==> src/rtl/tim_apb_master.sv <==
// tim_apb_master: APB4 requester for the timer's slave port.
// Takes one request at a time from a valid/ready request channel, runs a
// SETUP/ACCESS pair on the timer APB bus, waits on tim_pready and hands the
// result back on a valid/ready response channel. An 8-bit saturating wait
// counter aborts the ACCESS phase after TIMEOUT_CYCLES wait states.
//
// Ports:
//   sys_clk, sys_rst            clock, synchronous active-high reset
//   req_valid/req_ready         request handshake
//   req_write/addr/wdata/strb   request payload
//   rsp_valid/rsp_ready         response handshake
//   rsp_rdata/err/timeout       response payload (rdata 0 on writes/timeouts)
//   tim_p*                      APB4 requester signals to the timer
module tim_apb_master #(
  parameter int ADDR_W         = 12,
  parameter int DATA_W         = 32,
  parameter int TIMEOUT_CYCLES = 16
) (
  input  logic                sys_clk,
  input  logic                sys_rst,
  input  logic                req_valid,
  output logic                req_ready,
  input  logic                req_write,
  input  logic [ADDR_W-1:0]   req_addr,
  input  logic [DATA_W-1:0]   req_wdata,
  input  logic [DATA_W/8-1:0] req_strb,
  output logic                rsp_valid,
  input  logic                rsp_ready,
  output logic [DATA_W-1:0]   rsp_rdata,
  output logic                rsp_err,
  output logic                rsp_timeout,
  output logic                tim_psel,
  output logic                tim_penable,
  output logic                tim_pwrite,
  output logic [ADDR_W-1:0]   tim_paddr,
  output logic [DATA_W-1:0]   tim_pwdata,
  output logic [DATA_W/8-1:0] tim_pstrb,
  input  logic [DATA_W-1:0]   tim_prdata,
  input  logic                tim_pready,
  input  logic                tim_pslverr
);
  localparam int         STRB_W = DATA_W / 8;
  localparam logic [7:0] TO_LIM = 8'(TIMEOUT_CYCLES);

  typedef enum logic [1:0] {IDLE, SETUP, ACCESS, RESP} state_t;

  typedef struct packed {
    logic              write;
    logic [ADDR_W-1:0] addr;
    logic [DATA_W-1:0] wdata;
    logic [STRB_W-1:0] strb;
  } req_t;

  state_t     state, state_nxt;
  req_t       req_q;
  logic [7:0] wait_cnt, wait_inc;
  logic       accept, timed_out;

  // Counter saturates so a large TIMEOUT_CYCLES can never be skipped by wrap.
  assign wait_inc  = (wait_cnt == 8'hFF) ? wait_cnt : wait_cnt + 8'd1;
  // Only a wait state (pready low) can time out; pready on the limit edge wins.
  assign timed_out = (state == ACCESS) && !tim_pready && (wait_inc >= TO_LIM);
  assign accept    = req_valid && req_ready;

  // APB address/control/data come straight from the captured request so they
  // are stable for the whole SETUP+ACCESS window.
  assign tim_pwrite = req_q.write;
  assign tim_paddr  = req_q.addr;
  assign tim_pwdata = req_q.wdata;
  assign tim_pstrb  = req_q.strb;

  always_comb begin
    state_nxt   = state;
    req_ready   = 1'b0;
    tim_psel    = 1'b0;
    tim_penable = 1'b0;
    rsp_valid   = 1'b0;
    case (state)
      IDLE: begin
        req_ready = !sys_rst;
        if (accept) state_nxt = SETUP;
      end
      SETUP: begin
        tim_psel  = 1'b1;
        state_nxt = ACCESS;
      end
      ACCESS: begin
        tim_psel    = 1'b1;
        tim_penable = 1'b1;
        if (tim_pready || timed_out) state_nxt = RESP;
      end
      RESP: begin
        rsp_valid = 1'b1;
        if (rsp_ready) state_nxt = IDLE;
      end
      default: state_nxt = IDLE;
    endcase
  end

  always_ff @(posedge sys_clk) begin
    if (sys_rst) begin
      state       <= IDLE;
      req_q       <= '0;
      wait_cnt    <= '0;
      rsp_rdata   <= '0;
      rsp_err     <= 1'b0;
      rsp_timeout <= 1'b0;
    end else begin
      state <= state_nxt;
      case (state)
        IDLE: begin
          if (accept) begin
            req_q.write <= req_write;
            req_q.addr  <= req_addr;
            req_q.wdata <= req_wdata;
            req_q.strb  <= req_write ? req_strb : '0;
          end
        end
        ACCESS: begin
          if (tim_pready) begin
            // pslverr is only meaningful alongside pready
            rsp_rdata   <= req_q.write ? '0 : tim_prdata;
            rsp_err     <= tim_pslverr;
            rsp_timeout <= 1'b0;
          end else begin
            wait_cnt <= wait_inc;
            if (timed_out) begin
              rsp_rdata   <= '0;
              rsp_err     <= 1'b1;
              rsp_timeout <= 1'b1;
            end
          end
        end
        RESP: begin
          if (rsp_ready) begin
            rsp_err     <= 1'b0;
            rsp_timeout <= 1'b0;
            wait_cnt    <= '0;
          end
        end
        default: ;
      endcase
    end
  end
endmodule

==> config.mk <==
export PLATFORM = sky130hd
export DESIGN_NAME = tim_apb_master
export DESIGN_NICKNAME = d
export VERILOG_FILES = /design/src/rtl/tim_apb_master.sv
export SDC_FILE = /design/constraint.sdc
export NUM_CORES = 1
export LEC_CHECK = 0
export BUFFER_PORTS_ARGS = -buffer_cell sky130_fd_sc_hd__buf_2
export CORE_MARGIN = 2
export CORE_UTILIZATION = 45
export CTS_CLUSTER_DIAMETER = 150
export DETAILED_ROUTE_END_ITERATION = 8
export HOLD_SLACK_MARGIN = 0.15
export PLACE_DENSITY_LB_ADDON = 0.05
export SYNTH_ARGS = -nofsm -noshare
export SYNTH_HDL_FRONTEND = slang
export SYNTH_SLANG_ARGS = --single-unit
==> constraint.sdc <==
create_clock -name sys_clk -period 4.6 [get_ports sys_clk]
set_clock_uncertainty 0.2 [all_clocks]
set_input_delay 0.92 -clock sys_clk [delete_from_list [all_inputs] [get_ports sys_clk]]
set_output_delay 0.92 -clock sys_clk [all_outputs]
set_load 0.005 [all_outputs]
=== Yosys cells after proc, flatten, opt, wreduce, memory -nomap -nowiden ===
Index checks and enable logic that the tools add are counted.
W data, S select, Z words.

* Register bits after elaboration: 93
* Bits of input ports: 87
* Word-level logic and storage cells: 57

* $add $sub $neg: 1
* Magnitude comparators: 1
* Equal/unequal tests: 9
* Multiplexer cells: 22
* Reductions and logical operators: 15

{| class="wikitable"
|+ Operators by type and width
! operator !! number
|-
| $mux W32 || 3
|-
| $mux W8 || 3
|-
| $pmux W8 S2 || 1
|-
| $reduce_and A3 Y1 || 3
|-
| $add A8 B1 Y8 const B || 1
|-
| $eq A8 B8 Y1 const B || 1
|-
| $ge A8 B5 Y1 const B || 1
|-
| $mux W1 || 8
|-
| $pmux W2 S4 || 1
|-
| $mux W2 || 3
|-
| $ne A2 B2 Y1 const B || 3
|-
| $eq A2 B2 Y1 const B || 2
|-
| $mux W4 || 1
|-
| $pmux W1 S2 || 2
|-
| $reduce_and A2 Y1 || 2
|-
| $reduce_bool A2 Y1 || 2
|-
| $logic_and A1 B1 Y1 || 3
|-
| $ne A3 B3 Y1 const B || 1
|-
| $eq A2 B1 Y1 const B || 1
|-
| $logic_not A1 Y1 || 2
|-
| $logic_not A2 Y1 || 1
|-
| $ne A2 B1 Y1 const B || 1
|-
| $reduce_or A2 Y1 || 1
|-
| $logic_or A1 B1 Y1 || 1
|}

=== Longest topological paths before layout ===
Gate-level depths: netlist of run 1.

* Depth after elaboration: 7
* Mapped depth: 8

=== Least setup slack after synthesis of run 1 ===
OpenSTA, ideal clock, no wires.

* Path type: input to register
* Start: input port sys_rst
* End: register rsp_rdata[0]
* Setup time: 0.157 ns
* Arrival time: 1.903 ns
* Data required time: 4.243 ns
* Setup slack: 2.340 ns
* Stages on the path: 4
* Path through: clkbuf_1 clkbuf_1 clkbuf_1 a311oi_2

{| class="wikitable"
|+ RTL lines
! element !! line !! RTL
|-
| start: declaration || 20 || <nowiki>input logic sys_rst,</nowiki>
|-
| end signal: assignment || 122 || <nowiki>rsp_rdata <= req_q.write ? '0 : tim_prdata;</nowiki>
|-
| end: declaration || 29 || <nowiki>output logic [DATA_W-1:0] rsp_rdata,</nowiki>
|}

No word-level cell between the ends.

=== Worst setup path after layout of run 1 ===
* Start: input port sys_rst
* End: output port req_ready

* Longest elaborated chain between the ends: 2

{| class="wikitable"
|+ Ends and longest elaborated chain
! element !! line !! RTL
|-
| $logic_not A1 Y1 || 80 || <nowiki>req_ready = !sys_rst;</nowiki>
|-
| $mux W1 || 78 || <nowiki>case (state)</nowiki>
|-
| end: declaration || 22 || <nowiki>output logic req_ready,</nowiki>
|}

No other way between the ends.

==> results.sh, run 1 <==
export IMPL_status="finished clean"
export IMPL_synth_compound_area_frac=0.2644
export IMPL_start_kind="input pin"
export IMPL_routed_wl_mm=9.917
export IMPL_dr_first_iter_drc_count=121
export IMPL_synthCells=452
export IMPL_avgSynthCellArea_um2=8.963
export IMPL_cts_setup_buffers=0
export IMPL_cp_slowest_cell="buf_2"
export IMPL_synth_edf_count=0
export IMPL_pre_cts_ws_ps=1725
export IMPL_finalSetupViolCount=0
export IMPL_pin_count=174
export IMPL_top_usage_layer="met2"
export IMPL_syn_cell_area_um2=4051
export IMPL_cts_buffer_depth=2
export IMPL_max_stage_delay_ps=440
export IMPL_gp_congestion=0.8492
export IMPL_ys_seq_area_frac=0.4595
export IMPL_synth_top_flop_cell="dfxtp_1"
export IMPL_dr_pass1_iters=4
export IMPL_cp_arrival_ps=1670
export IMPL_maxCapViolations=0
export IMPL_hold_viol=0
export IMPL_critPathLaunch="sys_rst"
export IMPL_r2r_cells=5
export IMPL_drv_slew=0
export IMPL_coreArea_um2=8721
export IMPL_die_area_um2=9778
export IMPL_r2r_end="rsp_rdata[19]$_SDFFE_PP0P_"
export IMPL_cts_hold_buf=0
export IMPL_vias=3685
export IMPL_met2_usage=0.2931
export IMPL_area_delta_synth_final_pct=26.50
export IMPL_cp_num_buf_inv=2
export IMPL_synth_top_family_by_area="compound AO/OA/AOI/OAI gates"
export IMPL_antennaDiodeCount=0
export IMPL_post_cts_resized=0
export IMPL_peakVddDrop_mv=0.1867
export IMPL_track_usage=0.1954
export IMPL_final_cell_mix="buf_2, dfxtp_1, nand2_1"
export IMPL_cts_tree="done"
export IMPL_crit_family="buffers and inverters"
export IMPL_grt_util_met1=0.2770
export IMPL_async_reset_ff_frac=0
export IMPL_grt_max_degree=71
export IMPL_use_met3=0.05390
export IMPL_grt_pass1_wl_mm=15.86
export IMPL_cp_depth=3
export IMPL_synthMuxAreaShare=0.01297
export IMPL_fmax_mhz=358.4
export IMPL_port_buffers=173
export IMPL_reg2reg_slack_ps=2080
export IMPL_p_total_mw=2.091
export IMPL_final_common_cell="buf_2"
export IMPL_overflow=0
export IMPL_crit_fanout=25
export IMPL_synth_xor_area_share=0
export IMPL_synth_simple_area_share=0.2075
export IMPL_fillers=815
export IMPL_ant_nets=0
export IMPL_layout_drive_gt1_share=0.3758
export IMPL_finalCritPeriodShare=0.6066
export IMPL_cts_buffers=9
export IMPL_die_w_um=98.89
export IMPL_worstSetupEndpointType="output pin"
export IMPL_antenna_found_initial=0
export IMPL_crit_chain="buf_2 > nor2b_1 > buf_2"
export IMPL_initial_core_util=0.4646
export IMPL_clk_insertion_delay_late_ps=350
export IMPL_synth_seq_cells=93
export IMPL_setup_slack_ps=1810
export IMPL_cts_root_buf="clkbuf_8"
export IMPL_cp_required_ps=3480
export IMPL_tns_ps=0
export IMPL_synthesis_nets=543
export IMPL_ys_types=43
export IMPL_rsz0062_at_grt="false"
export IMPL_critPathKind="in -> out"
export IMPL_p_per_area_nw_per_um2=408.1
export IMPL_grt_pass1_vias=3235
export IMPL_clk_pin_slew_ps=90
export IMPL_clock_sinks=93
export IMPL_tightestPinTransition_ps=687.7
export IMPL_htree_levels=3
export IMPL_period_needed_ps=2790
export IMPL_drcViolationCount=0
export IMPL_slew_headroom=0.5415
export IMPL_num_rows=34
export IMPL_r2r_start="wait_cnt[0]$_SDFFE_PP0P_"
export IMPL_p_leak_nw=2.107
export IMPL_hp_class="reg -> reg"
export IMPL_synth_warnings=0
export IMPL_nets=698
export IMPL_viasPerCell=5.118
export IMPL_synthAdderAreaFrac=0.01235
export IMPL_die_h_um=98.89
export IMPL_path_common_cell="buf_2"
export IMPL_dp_hpwl_mm=6.890
export IMPL_cp_endpoint="req_ready"
export IMPL_wl_per_cell_um=13.77
## worst min path at each step
stage	from	endpoint	slack [ps]	cells past startpoint
finish	tim_pstrb[2]$_SDFFE_PP0P_	tim_pstrb[2]$_SDFFE_PP0P_	260	2
global route	tim_pstrb[0]$_SDFFE_PP0P_	tim_pstrb[0]$_SDFFE_PP0P_	290	2
CTS	tim_pstrb[2]$_SDFFE_PP0P_	tim_pstrb[2]$_SDFFE_PP0P_	250	2
detailed placement	tim_pstrb[2]$_SDFFE_PP0P_	tim_pstrb[2]$_SDFFE_PP0P_	240	2
global placement	tim_pstrb[2]$_SDFFE_PP0P_	tim_pstrb[2]$_SDFFE_PP0P_	240	2
floorplan	tim_pstrb[0]$_SDFFE_PP0P_	tim_pstrb[0]$_SDFFE_PP0P_	250	2
## routing by layer
| metal | vias up | share of wire | routed length, um |
|---|---|---|---|
| li1 | 1907 | - | - |
| met1 | 1649 | 0.46 | 4610 |
| met2 | 125 | 0.44 | 4347 |
| met3 | 4 | 0.090 | 895 |
| met4 | 0 | 0.0064 | 63 |
| met5 | - | 0 | 0 |
## synthesized netlist by cell type (2+ instances only)
cell,count,area share
nand3_1,9,0.011
a21oi_1,48,0.059
buf_6,3,0.0083
o21ai_0,47,0.058
mux2i_1,3,0.0074
nor2_1,4,0.0037
clkbuf_1,23,0.021
or4_1,2,0.0037
inv_1,5,0.0046
dfxtp_1,93,0.46
o21a_1,2,0.0037
nor3_1,5,0.0062
nand2_1,87,0.081
buf_2,5,0.0062
ha_1,4,0.012
nand2b_1,48,0.074
buf_1,3,0.0028
a311oi_2,30,0.11
nor2b_1,2,0.0031
a211oi_1,2,0.0037
a311oi_1,2,0.0043
a31oi_1,2,0.0031
o31ai_1,3,0.0056
## logic make-up (layout without fill, tap and decap cells)
group | Yosys count | after routing
compound gates | 143 | 143
fa+ha+maj | 4 | 4
buf+inv | 39 | 199
flops | 93 | 93
mux | 4 | 4
simple gates | 169 | 169
## layout make-up
cell class / instances / area, um2 / share of cell area
Clock buffer: 10 / 137.6 / 0.02686
Clock inverter: 6 / 45.04 / 0.008789
Inverter: 5 / 18.77 / 0.003662
Multi-Input combinational cell: 320 / 2023 / 0.3948
Sequential cell: 93 / 1862 / 0.3633
Tap cell: 108 / 135.1 / 0.02637
Timing Repair Buffer: 178 / 903.4 / 0.1763
## where the power goes
group	internal (mW)	leakage [nW]	total, mW	switching (mW)
clock network	0.214	0.0853	0.510	0.295
registers	0.925	0.758	0.990	0.0650
logic	0.248	1.26	0.592	0.344
## state kept, by name, indices dropped and copies added, names as in the netlist
signal       cells
rsp_timeout      1
wait_cnt         8
tim_pstrb        4
state            2
rsp_rdata       32
rsp_err          1
tim_pwdata      32
tim_paddr       12
tim_pwrite       1
## per-stage QoR
stage,cells,util,hold WS (ps),area [um2]
global route,720,0.5877,286.8,5125
floorplan,452,-,248.3,4051
finish,720,0.5877,255.5,5125
CTS,720,0.5877,255.0,5125
detailed placement,704,0.5667,242.1,4942
global placement,704,0.5667,236.0,4942
## tightest hold or removal path: cells and delay by family, from the launching register on
kind             cells  cell delay, ps
flip-flops           1             320
AO/OA/AOI/OAI        1              50
AND/OR/NAND/NOR      1              50
(Power assumes the default switching activity.)
==> run 2: changes to the inputs <==
clock period = 2.8 ns   (was 4.6 ns; I/O delays follow)
==> run 2 against run 1 <==
Against the previous run: critical path type is now reg -> reg; core utilization rose by 0.44 points; critical path depth is 3 higher; register-to-register slack got worse by 1600 ps; largest cell class unchanged; design area up 0.76%; via count decreased by 0.57%.
==> results.sh, run 2 (synthesis gave the netlist of run 1 again) <==
export IMPL_crit_fanout=32
export IMPL_cp_required_ps=2860
export IMPL_tightestPinTransition_ps=662.8
export IMPL_dr_pass1_iters=4
export IMPL_gp_congestion=0.8156
export IMPL_die_w_um=98.89
export IMPL_reg2reg_slack_ps=520
export IMPL_p_per_area_nw_per_um2=676.0
export IMPL_fillers=818
export IMPL_place_area_um2=4975
export IMPL_grt_pass1_wl_mm=15.82
export IMPL_cp_arrival_ps=2340
export IMPL_final_common_cell="buf_2"
export IMPL_track_usage=0.1965
export IMPL_vias=3664
export IMPL_max_stage_delay_ps=420
export IMPL_antenna_found_initial=0
export IMPL_clk_pin_slew_ps=100
export IMPL_dr_first_iter_drc_count=61
export IMPL_dp_hpwl_mm=6.756
export IMPL_port_buffers=173
export IMPL_tns_ps=0
export IMPL_clock_sinks=93
export IMPL_cp_slowest_cell="dfxtp_1"
export IMPL_antennaDiodeCount=0
export IMPL_fin_area_um2=5164
export IMPL_multiInputGateArea_um2=2023
export IMPL_wl_per_cell_um=13.62
export IMPL_r2r_cells=6
export IMPL_peakVddDrop_mv=0.2605
export IMPL_overflow=0
export IMPL_layout_drive_gt1_share=0.3742
export IMPL_period_needed_ps=2282
export IMPL_fmax_mhz=438.1
export IMPL_grt_max_degree=93
export IMPL_cts_buffer_depth=2
export IMPL_p_leak_nw=2.117
export IMPL_post_cts_resized=0
export IMPL_pin_count=174
export IMPL_critPathKind="reg -> reg"
export IMPL_finalCritPeriodShare=0.8152
export IMPL_ff_latch_area_um2=1862
export IMPL_coreArea_um2=8721
export IMPL_crit_chain="ha_1 > and3_1 > mux2i_4 > nand3b_4 > buf_4 > a311oi_1"
export IMPL_nets=699
export IMPL_die_h_um=98.89
export IMPL_grt_pass1_vias=3244
export IMPL_rsz0062_at_grt="false"
export IMPL_final_cell_mix="buf_2, dfxtp_1, nand2_1"
export IMPL_worstSetupEndpointType="flip-flop"
export IMPL_cts_root_buf="clkbuf_8"
export IMPL_hold_path_end="tim_paddr[0]$_SDFFE_PP0P_"
export IMPL_hold_start="req_addr[0]"
export IMPL_hold_viol=0
export IMPL_cts_hold_buf=0
export IMPL_cp_num_buf_inv=1
export IMPL_cts_tree="done"
export IMPL_r2r_end="rsp_rdata[19]$_SDFFE_PP0P_"
export IMPL_cts_setup_buffers=0
export IMPL_drv_slew=0
export IMPL_clk_insertion_delay_late_ps=350
export IMPL_cts_buffers=9
export IMPL_initial_core_util=0.4646
export IMPL_num_rows=34
export IMPL_crit_family="flip-flops"
export IMPL_ant_nets=0
export IMPL_slew_headroom=0.5571
export IMPL_viasPerCell=5.089
export IMPL_die_area_um2=9778
export IMPL_htree_levels=3
export IMPL_start_kind="flip-flop"
export IMPL_routed_wl_mm=9.807
export IMPL_drcViolationCount=0
export IMPL_status="finished clean"
export IMPL_maxCapViolations=0
export IMPL_finalSetupViolCount=0
export IMPL_r2r_start="wait_cnt[0]$_SDFFE_PP0P_"
export IMPL_area_delta_synth_final_pct=27.46
export IMPL_whs_path_depth=3
export IMPL_hp_class="in -> reg"
-- run 2: layout make-up --
| type | instances | share of cell area |
|---|---|---|
| Timing Repair Buffer | 179 | 0.1812 |
| Inverter | 5 | 0.003635 |
| Tap cell | 108 | 0.02617 |
| Multi-Input combinational cell | 320 | 0.3918 |
| Clock buffer | 10 | 0.02472 |
| Clock inverter | 5 | 0.01187 |
| Sequential cell | 93 | 0.3606 |
-- run 2: per-stage QoR --
step | total power [mW] | utilization | instances | hold slack [ps] | setup slack (ps)
global placement | 2.626 | 0.5704 | 705 | 238.1 | 599.9
CTS | 3.536 | 0.5921 | 720 | 179.2 | 498.2
floorplan | 2.252 | - | 452 | 248.3 | 846.0
finish | 3.490 | 0.5921 | 720 | 196.4 | 517.6
global route | 3.725 | 0.5921 | 720 | 192.5 | 355.2
detailed placement | 2.651 | 0.5704 | 705 | 245.6 | 506.8
-- run 2: tightest hold or removal path: stages --
cell     delay, ps
buf_2           70
nand2_1         30
o21ai_0         50
-- run 2: metal layers --
| metal | vias to the layer above | routed length (um) | global-route usage |
|---|---|---|---|
| met5 | - | 0 | 0 |
| met4 | 0 | 134 | 0.06955 |
| met3 | 11 | 770 | 0.05319 |
| met2 | 125 | 4306 | 0.2994 |
| met1 | 1618 | 4595 | 0.2685 |
| li1 | 1910 | - | - |
-- run 2: power breakdown --
group / total, mW / switching (mW) / internal, mW
sequential: 1.62 / 0.102 / 1.52
clock: 0.881 / 0.470 / 0.412
combinational: 0.989 / 0.564 / 0.424
total: 3.49 / 1.14 / 2.35
-- run 2: worst max path at each step --
stage | startpoint | end | slack (ps) | cells past startpoint
after floorplan | wait_cnt[0]$_SDFFE_PP0P_ | rsp_rdata[0]$_SDFFE_PP0P_ | 850 | 6
after global placement | wait_cnt[0]$_SDFFE_PP0P_ | rsp_rdata[18]$_SDFFE_PP0P_ | 600 | 6
after detailed placement | wait_cnt[0]$_SDFFE_PP0P_ | rsp_rdata[19]$_SDFFE_PP0P_ | 510 | 6
after CTS | wait_cnt[0]$_SDFFE_PP0P_ | rsp_rdata[19]$_SDFFE_PP0P_ | 500 | 6
after global routing | wait_cnt[0]$_SDFFE_PP0P_ | rsp_rdata[8]$_SDFFE_PP0P_ | 360 | 6
final | wait_cnt[0]$_SDFFE_PP0P_ | rsp_rdata[19]$_SDFFE_PP0P_ | 520 | 6
